`src/rtl/ddr2_refresh_scheduler.sv`:
```
// ----------------------------------------------------------------------------
// ddr2_refresh_scheduler
//
// Purpose:
//    Tracks how many DDR2 AUTO REFRESH commands are owed and asks the command
//    arbiter to issue them. Refreshes are requested opportunistically when the
//    controller is idle, or forcibly once enough of them have piled up. After
//    each issued refresh the block reports the tRFC busy window.
//
// Ports:
//    clk           sole clock, all logic on the rising edge
//    reset         synchronous, active-high
//    enable        initialization complete; the interval counter may run
//    idle_hint     controller has no queued transactions
//    ref_ack       arbiter issued AUTO REFRESH this cycle
//    ref_req       refresh request to the arbiter
//    ref_urgent    the current request may not be deferred any longer
//    ref_busy      inside the tRFC window after a refresh
//    pending_cnt   number of refreshes owed
//    overflow_err  sticky flag, a refresh interval was lost
// ----------------------------------------------------------------------------
module ddr2_refresh_scheduler #(
   parameter int TREFI_CLK     = 100000,
   parameter int TRFC_CLK      = 52,
   parameter int MAX_PENDING   = 8,
   parameter int URGENT_THRESH = 4
) (
   input  logic       clk,
   input  logic       reset,
   input  logic       enable,
   input  logic       idle_hint,
   input  logic       ref_ack,
   output logic       ref_req,
   output logic       ref_urgent,
   output logic       ref_busy,
   output logic [3:0] pending_cnt,
   output logic       overflow_err
);

   localparam logic [19:0] TREFI_LAST = 20'(TREFI_CLK - 1);
   localparam logic [7:0]  TRFC_LOAD  = 8'(TRFC_CLK - 1);
   localparam logic [3:0]  MAX_P      = 4'(MAX_PENDING);
   localparam logic [3:0]  URGENT_P   = 4'(URGENT_THRESH);

   typedef enum logic [1:0] {
      IDLE = 2'd0,
      REQ  = 2'd1,
      RFC  = 2'd2
   } state_t;

   state_t      state;
   state_t      next_state;
   logic [19:0] interval_cnt;
   logic [7:0]  trfc_cnt;
   logic        wrap;
   logic        ack_taken;

   // A wrap marks the end of one refresh interval; it only happens while the
   // counter is allowed to advance. An ack only counts while a request is out,
   // which is what makes stray acks in IDLE or RFC harmless.
   assign wrap      = enable && (interval_cnt == TREFI_LAST);
   assign ack_taken = (state == REQ) && ref_ack;

   // Interval counter: free-running through every FSM state, frozen while
   // the controller has not finished initialization.
   always_ff @(posedge clk) begin
      if (reset) begin
         interval_cnt <= '0;
      end else if (enable) begin
         if (wrap) begin
            interval_cnt <= '0;
         end else begin
            interval_cnt <= interval_cnt + 20'd1;
         end
      end
   end

   // Owed-refresh bookkeeping. A wrap and an accepted ack in the same cycle
   // cancel out. A wrap that finds the ledger already full is a lost refresh
   // and latches the sticky error, which only reset clears.
   always_ff @(posedge clk) begin
      if (reset) begin
         pending_cnt  <= '0;
         overflow_err <= 1'b0;
      end else begin
         if (wrap && !ack_taken) begin
            if (pending_cnt == MAX_P) begin
               overflow_err <= 1'b1;
            end else begin
               pending_cnt <= pending_cnt + 4'd1;
            end
         end else if (ack_taken && !wrap && (pending_cnt != 4'd0)) begin
            pending_cnt <= pending_cnt - 4'd1;
         end
      end
   end

   // tRFC down-counter: loaded on the accepted ack so that counting TRFC_CLK-1
   // down to 0 spans exactly TRFC_CLK cycles of RFC.
   always_ff @(posedge clk) begin
      if (reset) begin
         trfc_cnt <= '0;
      end else if (ack_taken) begin
         trfc_cnt <= TRFC_LOAD;
      end else if ((state == RFC) && (trfc_cnt != 8'd0)) begin
         trfc_cnt <= trfc_cnt - 8'd1;
      end
   end

   // FSM state register.
   always_ff @(posedge clk) begin
      if (reset) begin
         state <= IDLE;
      end else begin
         state <= next_state;
      end
   end

   // Next-state logic. Once a request is raised it stays up until the arbiter
   // acks it, no matter what enable, idle_hint or the ledger do meanwhile.
   always_comb begin
      next_state = state;
      case (state)
         IDLE: begin
            if (enable && (pending_cnt != 4'd0) &&
                (idle_hint || (pending_cnt >= URGENT_P))) begin
               next_state = REQ;
            end
         end
         REQ: begin
            if (ref_ack) begin
               next_state = RFC;
            end
         end
         RFC: begin
            if (trfc_cnt == 8'd0) begin
               next_state = IDLE;
            end
         end
         default: next_state = IDLE;
      endcase
   end

   // Outputs are decoded purely from state and the ledger, so a reset edge
   // clears them on the very next cycle.
   always_comb begin
      ref_req    = 1'b0;
      ref_urgent = 1'b0;
      ref_busy   = 1'b0;
      case (state)
         REQ: begin
            ref_req    = 1'b1;
            ref_urgent = (pending_cnt >= URGENT_P);
         end
         RFC: begin
            ref_busy = 1'b1;
         end
         default: begin
            ref_req = 1'b0;
         end
      endcase
   end

endmodule

```
`config.mk`:
```
export PLATFORM = sky130hd
export DESIGN_NAME = ddr2_refresh_scheduler
export DESIGN_NICKNAME = d
export VERILOG_FILES = /design/src/rtl/ddr2_refresh_scheduler.sv
export SDC_FILE = /design/constraint.sdc
export NUM_CORES = 1
export LEC_CHECK = 0
export BUFFER_PORTS_ARGS = -buffer_cell sky130_fd_sc_hd__clkbuf_2
export CAP_MARGIN = 20
export CORE_MARGIN = 8
export CORE_UTILIZATION = 53
export CTS_CLUSTER_SIZE = 40
export DETAILED_ROUTE_END_ITERATION = 6
export GPL_ROUTABILITY_DRIVEN = 0
export HOLD_SLACK_MARGIN = 0.03
export PLACE_DENSITY = 0.74
export SLEW_MARGIN = 20
export SYNTH_ARGS = -nofsm -noshare
export SYNTH_HDL_FRONTEND = slang
export SYNTH_SLANG_ARGS = --single-unit
```
`constraint.sdc`:
```
create_clock -name clk -period 2.5 [get_ports clk]
set_input_delay 0.5 -clock clk [delete_from_list [all_inputs] [get_ports clk]]
set_output_delay 0.5 -clock clk [all_outputs]
set_load 0.02 [all_outputs]
```
==> run_results.csv <==
group,metric,value,unit
cells_and_area,fill_cells,304,
floorplanning,die_area,0.005545,mm2
synthesis,synthArstFlopShare,0,%
synthesis,synth.net_count,218,
floorplanning,die_w,74.47,um
cells_and_area,final_cell_mix,"dfxtp_1 (35), nor2_1 (32), xor2_1 (17)",
detailed_routing,met1Wirelength,1.621,mm
worst_setup_path,crit_path_end_kind,"flop",
detailed_routing,vias,1507,
floorplanning,io-pin-count,13,
cells_and_area,antenna_cells,0,
worst_setup_path,critPathKind,"flop to flop",
clock_tree,clk_latency,0.34,ns
clock_tree,postCtsHoldBufs,0,
timing,worst_slack,0.1857,ns
cells_and_area,nets,242,
clock_tree,clk_pin_slew,0.10,ns
pwr,power,0.9041,mW
synthesis,yosysWarnings,0,
clock_tree,cts_resized,0,
cells_and_area,drive_above_1_share,19.48,%
cells_and_area,layout_commonest_cell,"dfxtp_1",
timing,whs,0.4618,ns
pwr,p_switching,0.2041,mW
flow_run,drv_cap,0,
pwr,seqPwrFrac,62.3,%
worst_setup_path,crit_arrival,2.61,ns
clock_tree,cts_root_buf,"clkbuf_4",
hold_path,min_to,"state[0]$_SDFFE_PP0P_",
synthesis,syn_inst,207,
global_routing,grt_pass1_wl,5.844,mm
run_status,status,"finished, final reports clean",
detailed_routing,drtIter0Drc,101,
timing,finalSetupViolCount,0,
timing,min_period,2.314,ns
detailed_routing,wl_per_cell,12.49,um
floorplanning,coreArea,0.003311,mm2
synthesis,seq_area_frac_synth,38.67,%
worst_setup_path,r2r_slack,0.19,ns
global_routing,grt_max_degree,19,
worst_setup_path,ff2ff_path_depth,10,
floorplanning,fp-row-count,21,
hold_path,hp-class,"input pin to flop",
pwr,internal_power,0.7000,mW
timing,finalHoldViolCount,0,
hold_path,worst_hold_startpoint,"ref_ack",
detailed_routing,maxUsedRoutingLayer,"met4",
pwr,irDropWorstVdd,0.0002308,V
pwr,powerDensity,440.8,mW/mm2
global_routing,grt_overflow,0,
cells_and_area,area_growth,13.19,%
clock_tree,cts_tree,"yes",
detailed_routing,wl_met2,1.601,mm
clock_tree,numCtsBuffers,5,
worst_setup_path,critPathMaxFanout,4,
floorplanning,start_util,54.72,%
clock_tree,clock-sinks,35,
synthesis,synth-edff-count,0,
pwr,switching_share,22.57,%
place,io_buffers,12,
worst_setup_path,cp-start-kind,"flop",
synthesis,avgSynthCellArea,8.752,um2
pwr,clkPwrFrac,34.9,%
timing,setup_tns,0,ns
place,pre_cts_ws,0.08201,ns
clock_tree,htree_levels,2,
hold_path,hold_path_depth,3,
cells_and_area,fin_area,0.002051,mm2
detailed_routing,vias_per_cell,5.440,
timing,finClkSkew,0.003537,ns
synthesis,syn_area,0.001812,mm2
timing,slew_violations,0,
detailed_routing,first_pass_iters,4,
clock_tree,cts_setup_buffers,0,
worst_setup_path,r2r_end,"pending_cnt[3]$_SDFFE_PP0P_",
pwr,pwr-share-comb,2.8,%
floorplanning,die_y,74.47,um
worst_setup_path,reg2reg_from,"interval_cnt[8]$_SDFFE_PP0P_",
timing,maxSlewHeadroom,49.93,%
place,hpwlAfterDp,2.469,mm
timing,worst_slew_pin_slew,0.7414,ns
global_routing,track_usage,13.79,%
global_routing,grt_antenna_before_repair,0,
timing,post-route-period-util,92.57,%
detailed_routing,drt-total-wl,3.460,mm
detailed_routing,wl_met3,173,um
pwr,power.leakage,0.8320,nW
detailed_routing,ant_nets,0,
worst_setup_path,cp.required,2.79,ns
synthesis,synth-main-ff-cell,"dfxtp_1",
synthesis,synth.distinct_cells,47,
synthesis,synth_seq_cells,35,
detailed_routing,drc_errors,0,
global_routing,grt_pass1_vias,1331,
clock_tree,clock_path_buffers,2,
timing,max_freq,432.1,MHz
place,dpl_cell_area,0.001979,mm2
-- layer usage --
layer	global-route usage [%]	vias up
li1	-	780
met1	15.83	694
met2	22.07	26
met3	3.639	7
met4	8.913	0
met5	0	-
-- how the worst max path moves through the flow --
| stage | from | to | cells past startpoint |
|---|---|---|---|
| 6_report | interval_cnt[8]$_SDFFE_PP0P_ | pending_cnt[3]$_SDFFE_PP0P_ | 10 |
| 5_1_grt | interval_cnt[5]$_SDFFE_PP0P_ | pending_cnt[3]$_SDFFE_PP0P_ | 10 |
| 4_1_cts | interval_cnt[8]$_SDFFE_PP0P_ | pending_cnt[3]$_SDFFE_PP0P_ | 10 |
| 3_5_place_dp | interval_cnt[8]$_SDFFE_PP0P_ | pending_cnt[3]$_SDFFE_PP0P_ | 10 |
| 3_3_place_gp | interval_cnt[8]$_SDFFE_PP0P_ | pending_cnt[3]$_SDFFE_PP0P_ | 10 |
| 2_1_floorplan | enable | pending_cnt[3]$_SDFFE_PP0P_ | 11 |
-- cell families (layout without fill, tap and decap cells) --
group	after synthesis	in the layout	synth area share [%]
and+or+nand+nor	105	105	31.63
DFF	35	35	38.67
AOI/OAI and AO/OA	25	25	9.324
xor gates and xnor gates	24	24	11.60
buffers and inverters	10	34	3.039
adders and majority gates	6	6	4.558
muxes	2	2	1.174
-- per-stage QoR --
stage          std cells  utilization (%)
5_1_grt              277            61.94
6_report             277            61.94
4_1_cts              277            61.49
3_3_place_gp         270            59.79
3_5_place_dp         270            59.79
2_1_floorplan        207                -
-- flip-flops by register name, summed over array words and instances, names as in the netlist --
signal        cells
pending_cnt       4
state             2
overflow_err      1
interval_cnt     20
trfc_cnt          8
-- Yosys cell counts (2+ instances only) --
cell | instances | share of area, %
xor2_1 | 17 | 8.2
a211oi_1 | 2 | 0.83
o21ai_0 | 2 | 0.55
nand4_1 | 10 | 3.5
or3_1 | 3 | 1.0
nor2b_1 | 3 | 1.0
xnor2_1 | 7 | 3.4
nand3_1 | 6 | 1.7
inv_1 | 2 | 0.41
clkbuf_1 | 5 | 1.0
nor4_1 | 2 | 0.69
and3b_1 | 2 | 0.97
and2_1 | 2 | 0.69
nor3_1 | 9 | 2.5
and3_1 | 7 | 2.4
a21oi_1 | 11 | 3.0
nand2_1 | 13 | 2.7
nor2_1 | 32 | 6.6
ha_1 | 5 | 3.5
nand2b_1 | 4 | 1.4
dfxtp_1 | 35 | 39
nor4b_1 | 3 | 1.5
-- critical path, cell delays in order, from the launching register on --
cell and delay (ns):
dfxtp_1 0.32, or4_4 0.55, nor3_4 0.20, and2_2 0.19, nand2_2 0.09, ha_4 0.23, a21oi_1 0.12, nand2_1 0.11
nor4_1 0.31, o21ai_1 0.09, nand2_1 0.06
-- power groups by stage --
stage	clock network (mW)	registers [mW]	logic [mW]
floorplan	0	0.575	0.0197
global placement	0	0.576	0.0249
detailed placement	0	0.576	0.0253
CTS	0.326	0.563	0.0251
global route	0.346	0.564	0.0278
finish	0.316	0.563	0.0250
-- final cells by class --
class	instances	area (um2)	area share [%]
Clock inverter	1	5.005	0.2441
Inverter	2	7.507	0.3661
Tap cell	46	57.56	2.807
Sequential cell	35	700.7	34.17
Multi-Input combinational cell	162	1071	52.23
Clock buffer	6	51.30	2.502
Timing Repair Buffer	25	157.7	7.688
Note: power is estimated with default switching activity, not from simulation.
